`src/rtl/piece_queue_controller.sv`:
```
// Preview queue and hold-slot controller between the tetromino generator and the game FSM.
// Refills the queue one generator pulse at a time and serves spawn/hold requests from IDLE.
module piece_queue_controller #(
  parameter int DEPTH = 3
) (
  input  logic                 Clk,
  input  logic                 Reset_n,
  input  logic [2:0]           gen_block_idx,
  output logic                 gen_new_block,
  input  logic                 flush,
  input  logic                 spawn_req,
  input  logic                 hold_req,
  output logic                 spawn_valid,
  output logic [2:0]           spawn_idx,
  output logic                 hold_reject,
  output logic [2:0]           hold_idx,
  output logic [3*DEPTH-1:0]   preview_idx,
  output logic                 queue_ready
);
  localparam int CW = $clog2(DEPTH + 1);
  localparam logic [CW-1:0] DEPTH_C = CW'(DEPTH);
  localparam logic [2:0] NONE = 3'd7;

  typedef enum logic [1:0] {START, FILL_REQ, FILL_CAP, IDLE} state_t;

  state_t                state;
  logic [DEPTH-1:0][2:0] q;
  logic [CW-1:0]         count;
  logic [2:0]            active_idx;
  logic                  active_valid;
  logic                  hold_allowed;
  logic                  full;
  logic                  pop;

  assign preview_idx = q;
  assign full = (count == DEPTH_C);
  // Requests that consume the queue head: a spawn, or a hold into an empty slot.
  assign pop = spawn_req ||
               (hold_req && active_valid && hold_allowed && hold_idx == NONE);

  always_ff @(posedge Clk) begin
    if (!Reset_n) begin
      state         <= START;
      q             <= '1;
      count         <= '0;
      active_idx    <= NONE;
      active_valid  <= 1'b0;
      hold_allowed  <= 1'b0;
      gen_new_block <= 1'b0;
      spawn_valid   <= 1'b0;
      hold_reject   <= 1'b0;
      queue_ready   <= 1'b0;
      spawn_idx     <= NONE;
      hold_idx      <= NONE;
    end else begin
      gen_new_block <= 1'b0;
      spawn_valid   <= 1'b0;
      hold_reject   <= 1'b0;
      queue_ready   <= 1'b0;
      if (flush) begin
        q             <= '1;
        count         <= '0;
        hold_idx      <= NONE;
        spawn_idx     <= NONE;
        active_idx    <= NONE;
        active_valid  <= 1'b0;
        hold_allowed  <= 1'b0;
        state         <= FILL_REQ;
        gen_new_block <= 1'b1;
      end else begin
        case (state)
          START: begin
            state         <= FILL_REQ;
            gen_new_block <= 1'b1;
          end
          FILL_REQ: state <= FILL_CAP;
          FILL_CAP: begin
            q[count] <= (gen_block_idx == NONE) ? 3'd0 : gen_block_idx;
            count    <= count + CW'(1);
            if (count + CW'(1) == DEPTH_C) begin
              state       <= IDLE;
              queue_ready <= 1'b1;
            end else begin
              state         <= FILL_REQ;
              gen_new_block <= 1'b1;
            end
          end
          IDLE: begin
            queue_ready <= full;
            if (full && (spawn_req || hold_req)) begin
              if (pop) begin
                spawn_idx    <= q[0];
                spawn_valid  <= 1'b1;
                active_idx   <= q[0];
                active_valid <= 1'b1;
                for (int i = 0; i < DEPTH - 1; i++) q[i] <= q[i+1];
                q[DEPTH-1]   <= NONE;
                count        <= count - CW'(1);
                if (spawn_req) hold_allowed <= 1'b1;
                else begin
                  hold_idx     <= active_idx;
                  hold_allowed <= 1'b0;
                end
                state         <= FILL_REQ;
                gen_new_block <= 1'b1;
                queue_ready   <= 1'b0;
              end else if (!active_valid || !hold_allowed) begin
                hold_reject <= 1'b1;
              end else begin
                // Swap with a full hold slot; queue untouched, stay in IDLE.
                spawn_idx    <= hold_idx;
                spawn_valid  <= 1'b1;
                hold_idx     <= active_idx;
                active_idx   <= hold_idx;
                hold_allowed <= 1'b0;
              end
            end
          end
          default: state <= START;
        endcase
      end
    end
  end
endmodule

```
`config.mk`:
```
export PLATFORM = sky130hd
export DESIGN_NAME = piece_queue_controller
export DESIGN_NICKNAME = d
export VERILOG_FILES = /design/src/rtl/piece_queue_controller.sv
export SDC_FILE = /design/constraint.sdc
export NUM_CORES = 1
export LEC_CHECK = 0
export BUFFER_PORTS_ARGS = -buffer_cell sky130_fd_sc_hd__buf_2
export CAP_MARGIN = 20
export CORE_UTILIZATION = 40
export CTS_BUF_LIST = sky130_fd_sc_hd__clkbuf_2
export DETAILED_ROUTE_END_ITERATION = 7
export HOLD_SLACK_MARGIN = 0.06
export PLACE_DENSITY = 0.73
export SLEW_MARGIN = 20
export SYNTH_ARGS = -nofsm -noshare
export SYNTH_HDL_FRONTEND = slang
export SYNTH_SLANG_ARGS = --single-unit
```
`constraint.sdc`:
```
create_clock -name Clk -period 1.8 [get_ports Clk]
set_clock_uncertainty 0.2 [all_clocks]
set_input_delay 0.09 -clock Clk [delete_from_list [all_inputs] [get_ports Clk]]
set_output_delay 0.09 -clock Clk [all_outputs]
set_load 0.01 [all_outputs]
```
Yosys cells after proc, flatten, opt, wreduce, memory -nomap -nowiden
Index checks and enable logic that the tools add are counted.
- register bits: 25
- bits of input ports: 8
- output and inout port bits: 19
- word-level logic and storage cells: 90
- bitwise gates (word level): 3
- reduce and logical (&&, ||, !) cells: 21
- order comparisons: 2
- $add $sub $neg: 2
- eq/ne operators: 13
- muxes and demuxes: 35
- operators with widths (operator ; number):
    $mux 3 ; 7
    $mux 9 ; 2
    $pmux 9 s2 ; 1
    $mux 1 ; 14
    $mux 2 ; 5
    $bwmux 9 ; 1
    $reduce_and 3->1 ; 3
    $eq 2x2->1 const B ; 4
    $ne 2x2->1 const B ; 4
    $pmux 2 s4 ; 1
    $demux 3 s2 ; 1
    $eq 3x3->1 const B ; 2
    $ne 3x3->1 const B ; 2
    $logic_and 1x1->1 ; 5
    $reduce_or 5->1 ; 1
    $pmux 2 s2 ; 1
    $reduce_and 2->1 ; 2
    $reduce_and 4->1 ; 1
    $reduce_or 4->1 ; 1
    $logic_or 1x1->1 ; 3
    $lt 2x3->1 const B ; 1
    $not 1->1 ; 3
    $pmux 1 s3 ; 1
    $add 2x1->2 const B ; 1
    other kinds (8) ; 9

Logic depth before layout (Yosys ltp)
Gate-level depths: netlist of the first run.
- word-level depth: 8
- depth in mapped cells: 6

Worst setup path before layout of the first run
No wires, ideal clock.
- path type: register -> register
- start point: register state[0]
- end point: register q, in the netlist preview_idx[6]
- buffers on the path: 0
- library setup time: 122 ps
- required time: 1478 ps
- slack: 12 ps
- cell stages (with the launch flop): 7
- arrival: 1466 ps
- cell sequence: dfxtp_1 inv_1 ha_1 nor2b_1 a311oi_2 nor2_1 o32a_1
- longest elaborated chain between the ends: 3
- elaborated cells between the ends (all ways): 7
- RTL lines (item ; RTL line ; source):
    start, declared ; 26 ; state_t state;
    start signal, assigned ; 43 ; state <= START;
    start signal, assigned ; 68 ; state <= FILL_REQ;
    start signal, assigned ; 73 ; state <= FILL_REQ;
    $eq 2x2->1 ; 71 ; case (state)
    $ne 2x2->1 (no source line) or $reduce_bool 2->1 (tied branches) ; - ;
    $reduce_and 3->1 (no source line) ; - ;
    end signal, assigned by index ; 78 ; q[count] <= (gen_block_idx == NONE) ? 3'd0 : gen_block_idx;
    end, declared ; 27 ; logic [DEPTH-1:0][2:0] q;
Parallel ways exist; a longest one is shown, timed or not.
A chain may end at the register's enable or synchronous reset.

Worst setup path after layout of the first run
- start point: register count[1]
- end point: register q, in the netlist preview_idx[8]
- longest elaborated chain between the ends: 6
- elaborated cells between the ends (all ways): 11
- RTL lines (item ; RTL line ; source):
    start, declared ; 28 ; logic [CW-1:0] count;
    start signal, assigned ; 79 ; count <= count + CW'(1);
    start signal, assigned ; 98 ; count <= count - CW'(1);
    $lt 2x3->1 (implied by the code) or $ge 2x1->1 (tied branches) ; 78 ;
    $logic_and 1x1->1 (implied by the code) ; 78 ;
    $mux 3 ; 78 ;
    $demux 3 s2 ; 78 ;
    $bwmux 9 ; 78 ;
    $pmux 9 s2 ; 71 ;
Parallel ways exist; a longest one is shown, timed or not.

==> reports/qor.txt, run 1 <==
Status - finished, final reports clean
DR iter-0 viols - 65
Syn Area/Cell - 8.96 µm²
Clock Latency Late Sink - 0.38 ns
Die ar. - 3410 µm²
Footprint of the multi-input gates - 802 µm²
Post-synth cell types - 33
Area grow syn2layout - 41.6%
Met2 WL - 1800 µm
Worst slew pin tran - 0.560 ns
Antenna violation net count after detailed routing - 0
Vias - 1,321
Number of flops mapped to enable cells by yosys - 0
CTS clk-pin slew, worst paths - 0.26 ns
Die height - 58.4 µm
DR top layer - met4
HP Class - in2reg
Final wirelength - 3510 µm
Maxcap violations - 0
Initial core utilization - 0.420
Commonest non-fill, non-tap cell in the layout - buf_2
Die W - 58.4 µm
FF-to-FF path depth - 5
Hold Fails Final Rpt - 0
Net Count, Synth - 158
Max Slew Vio Count - 0
Pwr dens - 497 nW/µm²
CTS tree - built
CP startpoint kind - flip-flop
Final Instance Area - 1800 µm²
Warnings, synthesis - 0
First-pass GRT wire length - 5690 µm
Vias per Instance - 5.48
Critical R2R Capture - preview_idx[8]
I/O Buffers - 26
Layout cells sized above 1 - 0.360
CORE AREA - 3030 µm²
Total gr overflow - 0
CP Data Required Time - 1.88 ns
CP endpoint kind - flip-flop
Final min period - 1.77 ns
WHS Path Cells - 3
Main synth FF type - dfxtp_1
Cell leakage power - 0.000673 µW
Number of global-route vias before repair - 1,259
Metal-1 WL - 1500 µm
Final-layout fill cell count - 288
Post-synth ARST share - 0
Htree depth - 1
CP Data Arrival Time - 1.85 ns
Final Setup Violations - 0
FF-to-FF Start - count[1]
Placement Setup Slack - -0.0805 ns
Gr usage total - 0.217
Hold slack - 0.292 ns
Met3 routed WL - 179 µm
Peak supply drop - 0.341 mV
Initial antenna violation count - 0
Pre-Repair DR Iteration Count - 4
Hold Crit Start - Reset_n
Post-Syn Area - 1270 µm²
Num CTS Buffers - 3
Clk buf depth - 2
CP Max Fanout - 4
Placer Congestion - 0.800
Root buf cell - clkbuf_2
Post-Syn Instances - 142
Final nets - 214
Register area - 509 µm²
Drt wl/cell - 14.6 µm
Post-DP Area - 1570 µm²
Worst Setup Path Type - reg2reg
Largest net degree at the start of global routing - 16
Clock sinks - 25
Worst relative slew slack - 0.627
Crit share post-route - 0.981
Total power - 895 µW
Most frequent cells in the layout - buf_2 (26), dfxtp_1 (22), buf_4 (19)
Sequential area share after synthesis - 0.393
WHS Endpoint - gen_new_block
Post-DP HPWL - 2430 µm
F_max - 566 MHz
Num ports - 27
Synthesized flop and latch total - 25
FP Rows - 20
PnR worst setup slack - 0.0348 ns
Worst reg-to-reg setup slack - 0.03 ns
Antenna fix cells - 0
DRC - 0
[per-layer routing]
| layer | track usage | up-vias |
|---|---|---|
| met3 | 0.0462 | 7 |
| met1 | 0.270 | 635 |
| met5 | 0 | - |
| met4 | 0.0578 | 0 |
| met2 | 0.381 | 40 |
| li1 | - | 639 |
[stage by stage]
step / TNS (ns) / util / instances
CTS: -0.0142 / 0.566 / 238
detailed placement: -0.457 / 0.519 / 224
global placement: -0.0703 / 0.519 / 224
global route: -0.0672 / 0.595 / 241
floorplan: 0 / - / 142
finish: 0 / 0.595 / 241
[flip-flops by register name (all words and copies together) (netlist names)]
name	flops
preview_idx	9
active_idx	3
hold_idx	3
count	2
state	2
active_valid	1
gen_new_block	1
hold_allowed	1
hold_reject	1
queue_ready	1
spawn_valid	1
[how the worst max path moves through the flow]
stage / start / to / slack, ns
2_1_floorplan: state[0] / preview_idx[6] / 0.01
4_1_cts: state[0] / preview_idx[8] / -0.008
6_report: count[1] / preview_idx[8] / 0.03
5_1_grt: state[0] / preview_idx[5] / -0.04
3_5_place_dp: state[0] / preview_idx[4] / -0.08
3_3_place_gp: state[0] / preview_idx[4] / -0.02
[cell families after synthesis]
kind of cell	share of synthesized area
simple gates	0.189
fa+ha+maj	0.0787
mux	0.0393
compound gates	0.261
buf+inv	0.0324
flops	0.393
xor+xnor	0.00688
[power breakdown]
group / total, µW / internal (µW) / switching [µW]
Combinational: 99.1 / 50.7 / 48.4
Clock: 233 / 51.5 / 181
Sequential: 563 / 559 / 4.32
Total: 895 / 661 / 234
[worst max-delay path, cell delays in order, from the launching register on]
cell and delay (ns):
dfxtp_2 0.39, ha_2 0.18, and3_4 0.21, a311oi_4 0.30
nor2_2 0.09, o32a_1 0.29
[cell usage after synthesis, types with 3 or more instances]
cell type  count  share of area
a21boi_0       3          0.018
a21oi_1       10          0.039
a222oi_1       6          0.047
a31oi_1        3          0.015
and2_1         4          0.020
clkbuf_1       3         0.0088
dfxtp_1       25           0.39
ha_1           8          0.079
inv_1          4          0.012
mux2i_1        5          0.039
nand2_1       11          0.032
nand3_1        4          0.016
nor2_1         9          0.027
nor2b_1        5          0.025
nor3_1         8          0.031
o21ai_0        4          0.016
o21ai_1        7          0.028
o22ai_1        3          0.015
o32a_1         3          0.024
[layout make-up]
cell class	count	share of cell area
multi-input cells	108	0.445
flip-flops and latches	25	0.283
repair buffers	56	0.221
well taps	44	0.0306
clock buffers	3	0.00833
inverters	4	0.00833
clock inverters	1	0.00417
[timing repair]
| action | 4_1_cts | 5_1_grt |
|---|---|---|
| hold buffers | 9 | 0 |
| endpoints found under the setup margin | 11 | 18 |
| pin swaps | 2 | 8 |
| setup buffers | 1 | 3 |
| hold endpoints to repair | 21 | 0 |
| resized for setup | 8 | 18 |
No activity file was read; power rests on OpenSTA's default activity.
==> run 2, diff against run 1 <==
- REMOVE_ABC_BUFFERS: not set -> 1
==> run 2 against run 1 <==
Net effect: the flow now finishes with violations (negative setup slack); power fell by 0.16%; critical path depth up 1; combinational power is 6% higher; hold slack improved by 0.0063 ns; global-route usage rose by 0.24 points; core utilization rose by 0.70 points; largest power group unchanged; clock-buffer cell count is 1 higher; first-iteration DRC count up 46%; worst setup slack got worse by 0.14 ns; sequential cell count unchanged; critical endpoint is now preview_idx[5]; maximum frequency down 7.3%.
==> reports/qor.txt, run 2 (synthesis gave the netlist of run 1 again) <==
Post-DP HPWL - 2380 µm
CP Max Fanout - 6
Commonest non-fill, non-tap cell in the layout - buf_2
Htree depth - 1
Die ar. - 3410 µm²
WHS Path Cells - 3
Initial core utilization - 0.420
Finished Layout Cells - 243
Placed cells - 227
RSZ-0062 raised after global routing - yes
Initial antenna violation count - 0
CP Data Required Time - 1.85 ns
Worst relative slew slack - 0.624
CORE AREA - 3030 µm²
Largest net degree at the start of global routing - 14
HP Class - in2reg
Final nets - 216
Final min period - 1.90 ns
Vias per Instance - 5.57
Critical Path, Cell by Cell - ha_4 -> and3_4 -> a31o_4 -> buf_12 -> nor3_1 -> o21ai_1
Status - complete, but fails checks
Hold Fails Final Rpt - 0
WHS Endpoint - gen_new_block
Placer Congestion - 0.803
Clk buf depth - 2
CTS tree - built
Pre-Repair DR Iteration Count - 5
Cell leakage power - 0.000693 µW
Total gr overflow - 0
CP Data Arrival Time - 1.96 ns
Max Slew Vio Count - 0
CTS clk-pin slew, worst paths - 0.23 ns
Part of the power in combinational logic - 0.118
Area grow syn2layout - 43.3%
DR iter-0 viols - 95
Peak supply drop - 0.294 mV
Switch share - 0.250
Final wirelength - 3710 µm
Clock power share - 0.252
First-pass GRT wire length - 5660 µm
Family with the most delay on the worst path - simple AND/OR/NAND/NOR gates
Worst reg-to-reg setup slack - -0.10 ns
Clock sinks - 25
Number of global-route vias before repair - 1,286
F_max - 525 MHz
Clock Latency Late Sink - 0.35 ns
FF-to-FF path depth - 6
Final Instance Area - 1820 µm²
Worst slew pin tran - 0.563 ns
Core Util, Final - 0.602
Internal power - 670 µW
FF-to-FF Start - state[1]
CP max stage delay - 0.42 ns
Post-DP Area - 1590 µm²
Worst path slowest cell - dfxtp_4
Die W - 58.4 µm
Critical R2R Capture - preview_idx[5]
Max reg flops - 9
NetSw - 223 µW
Worst Setup Path Type - reg2reg
Hold Crit Start - Reset_n
Antenna fix cells - 0
FP Rows - 20
Crit share post-route - 1.06
Num ports - 27
Gr usage total - 0.220
PnR worst setup slack - -0.103 ns
DRC - 0
CP startpoint kind - flip-flop
Antenna violation net count after detailed routing - 0
Violated checks - negative setup slack
Reg power frac - 0.630
CP endpoint kind - flip-flop
Pwr dens - 490 nW/µm²
Num CTS Buffers - 3
Vias - 1,354
Maxcap violations - 0
Layout cells sized above 1 - 0.377
Placement Setup Slack - -0.107 ns
Drt wl/cell - 15.3 µm
I/O Buffers - 26
Most frequent cells in the layout - buf_2 (26), buf_4 (21), dfxtp_1 (20)
Worst Path Buf+Inv - 1
Final Setup Violations - 2
Die height - 58.4 µm
Total power - 894 µW
Root buf cell - clkbuf_2
## run 2: changes by cell type in the layout (fill, tap and decap cells not counted), sizes merged
cell      before  now
buf           47   49
clkinvlp       1    0
clkbuf         3    4
## run 2: worst max path at each step
| stage | from | to | slack [ns] | depth (start not counted) |
|---|---|---|---|---|
| 2_1_floorplan | state[1] | preview_idx[0] | -0.13 | 5 |
| 3_3_place_gp | state[1] | preview_idx[1] | -0.07 | 5 |
| 3_5_place_dp | state[1] | preview_idx[1] | -0.11 | 6 |
| 4_1_cts | state[1] | preview_idx[1] | 0.01 | 6 |
| 5_1_grt | state[0] | preview_idx[5] | -0.14 | 6 |
| 6_report | state[1] | preview_idx[5] | -0.10 | 6 |
## run 2: routing by layer
metal / track usage / wire, µm / vias up
met1: 0.252 / 1500 / 633
met4: 0.109 / 93 / 0
met3: 0.0176 / 208 / 11
li1: - / - / 644
met2: 0.407 / 1910 / 66
met5: 0 / 0 / -
## run 2: power by group through the flow
stage                     Clock (µW)  Sequential [µW]  Combinational (µW)
after global placement             0              574                70.0
after detailed placement           0              574                74.1
after global routing             251              564                 114
final                            225              563                 105
after CTS                        229              562                95.3
after floorplan                    0              574                34.4
## run 2: worst min-delay path, cell delays in order
cell,delay (ns)
dlygate4sd3_1,0.52
buf_2,0.12
o21a_1,0.11
## run 2: layout make-up
cell class	count	area, µm²
clock buffer	4	20.0
tap	44	55.1
fill	263	1200
multi-input combinational	108	812
sequential	25	512
timing repair buffer	58	409
inverter	4	15.0
## run 2: per-stage QoR
| step | setup TNS (ns) | hold slack, ns |
|---|---|---|
| 3_3_place_gp | -0.442 | 0.128 |
| 6_report | -0.127 | 0.299 |
| 2_1_floorplan | -1.51 | -0.0328 |
| 4_1_cts | 0 | 0.302 |
| 5_1_grt | -0.392 | 0.315 |
| 3_5_place_dp | -0.863 | 0.141 |
## run 2: repair_timing
item | 4_1_cts | 5_1_grt
gates resized for setup | 14 | 15
hold buffers | 9 | 0
endpoints found under the hold margin | 21 | 0
pin swaps | 3 | 10
gates cloned | 0 | 0
buffers inserted | 2 | 1
setup endpoints to repair | 18 | 17
==> run 3, diff against run 2 <==
- CELL_PAD_IN_SITES_DETAIL_PLACEMENT: not set -> 1
- CELL_PAD_IN_SITES_GLOBAL_PLACEMENT: not set -> 1
- CORE_UTILIZATION: 40 -> 38
- PLACE_DENSITY: 0.73 -> 0.87
==> run 3 against run 2 <==
Net effect: first-iteration DRC count is 1.1% lower; largest power group unchanged; clock-buffer cell count shrank 1; global-route usage increased by 4.5 points; the flow now finishes without violations; maximum frequency up 6.1%.
==> reports/qor.txt, run 3 (synthesis gave the netlist of run 1 again) <==
Largest net degree at the start of global routing - 16
Clk buf depth - 2
Commonest non-fill, non-tap cell in the layout - buf_2
CP endpoint kind - flip-flop
Layout cells sized above 1 - 0.384
Clock Latency Late Sink - 0.37 ns
CTS clk-pin slew, worst paths - 0.28 ns
Gr usage total - 0.265
Critical R2R Capture - preview_idx[8]
Crit share post-route - 0.997
DRC - 0
Final-layout fill cell count - 368
FF-to-FF path depth - 6
WHS Path Cells - 3
Most frequent cells in the layout - buf_2 (26), buf_4 (22), dfxtp_1 (21)
Internal power - 664 µW
Peak supply drop - 0.316 mV
Reg power frac - 0.615
Final min period - 1.79 ns
Hold Fails Final Rpt - 0
F_max - 557 MHz
Htree depth - 1
Clock sinks - 25
Vias per Instance - 5.70
Setup TNS - 0 ns
Status - finished, final reports clean
CP startpoint kind - flip-flop
CORE AREA - 3100 µm²
CTS tree - built
Max Slew Vio Count - 0
Pwr dens - 500 nW/µm²
Die W - 59.9 µm
Final wirelength - 4500 µm
Post-DP HPWL - 2830 µm
Max reg flops - 9
I/O Buffers - 26
Drt wl/cell - 18.6 µm
Vias - 1,380
Worst Setup Path Type - reg2reg
Worst relative slew slack - 0.584
Maxcap violations - 0
PnR worst setup slack - 0.00614 ns
Clock power share - 0.268
HP Class - in2reg
Antenna violation net count after detailed routing - 0
Root buf cell - clkbuf_2
WHS Endpoint - state[0]
Worst reg-to-reg setup slack - 0.006 ns
Hold Crit Start - Reset_n
Final Setup Violations - 0
Placer Congestion - 0.796
Placement Setup Slack - -0.173 ns
FF-to-FF Start - state[0]
Num CTS Buffers - 3
Register area - 510 µm²
First-pass GRT wire length - 7160 µm
Part of the power in combinational logic - 0.117
CP Max Fanout - 3
Initial antenna violation count - 0
NetSw - 256 µW
Hold slack - 0.298 ns
Die height - 59.9 µm
CP Data Arrival Time - 1.91 ns
Footprint of the multi-input gates - 848 µm²
Worst slew pin tran - 0.624 ns
Pre-Repair DR Iteration Count - 6
Switch share - 0.278
Number of global-route vias before repair - 1,446
FP Rows - 20
Final nets - 215
Initial core utilization - 0.410
Cell leakage power - 0.000675 µW
Area grow syn2layout - 44.5%
Num ports - 27
CP Data Required Time - 1.91 ns
Antenna fix cells - 0
DR iter-0 viols - 94
Die ar. - 3580 µm²
Total gr overflow - 0
RSZ-0062 raised after global routing - yes
## run 3: cell types whose count changed in the layout (fill, tap and decap cells not counted), moves of 2 or more
cell,change
nor3_2,+3
nor3_1,-3
nand2_2,-2
nand2_1,+2
a21boi_1,-2
a21boi_0,+2
## run 3: cell type report
class                   instances  area share
multi-input cells             108       0.461
flip-flops and latches         25       0.278
repair buffers                 57       0.210
well taps                      44      0.0299
inverters                       4     0.00952
clock buffers                   3     0.00816
clock inverters                 1     0.00408
## run 3: timing repair
action / CTS / global route
setup endpoints to repair: 17 / 14
hold buffers: 9 / 0
endpoints found under the hold margin: 20 / 0
setup buffers: 5 / 0
resized for setup: 21 / 10
pin swaps: 5 / 5
## run 3: worst max path at each step
stage / cells past startpoint / endpoint / start / slack [ns]
global placement: 5 / preview_idx[3] / state[0] / -0.05
global route: 6 / preview_idx[8] / state[0] / -0.04
detailed placement: 5 / preview_idx[8] / state[0] / -0.17
CTS: 7 / count[1] / count[0] / 0.01
floorplan: 5 / preview_idx[0] / state[1] / -0.13
finish: 6 / preview_idx[8] / state[0] / 0.006
## run 3: per-stage QoR
step	instances	power (µW)	cell area, µm²	utilization
global route	242	955	1840	0.593
floorplan	137	609	1250	-
detailed placement	224	649	1560	0.502
finish	242	919	1840	0.593
global placement	224	642	1560	0.502
CTS	242	908	1790	0.575
## run 3: metal layers
metal,track usage,vias up,wire length [µm]
met2,0.479,51,2270
met1,0.325,677,1960
met3,0.0368,8,213
li1,-,644,-
met5,0,-,0
met4,0.0698,0,58
## run 3: worst max-delay path: stages (launching register included)
cell and delay (ns):
dfxtp_4 0.45, inv_4 0.05, ha_4 0.15, nor2b_4 0.13, a311oi_4 0.32, nor2_2 0.09, o32a_1 0.35
## run 3: power by group through the flow
stage	sequential [µW]	combinational, µW	clock (µW)
after floorplan	574	34.4	0
after global placement	573	69.2	0
after detailed placement	574	74.5	0
after CTS	564	99.5	244
after global routing	566	114	275
final	565	108	247
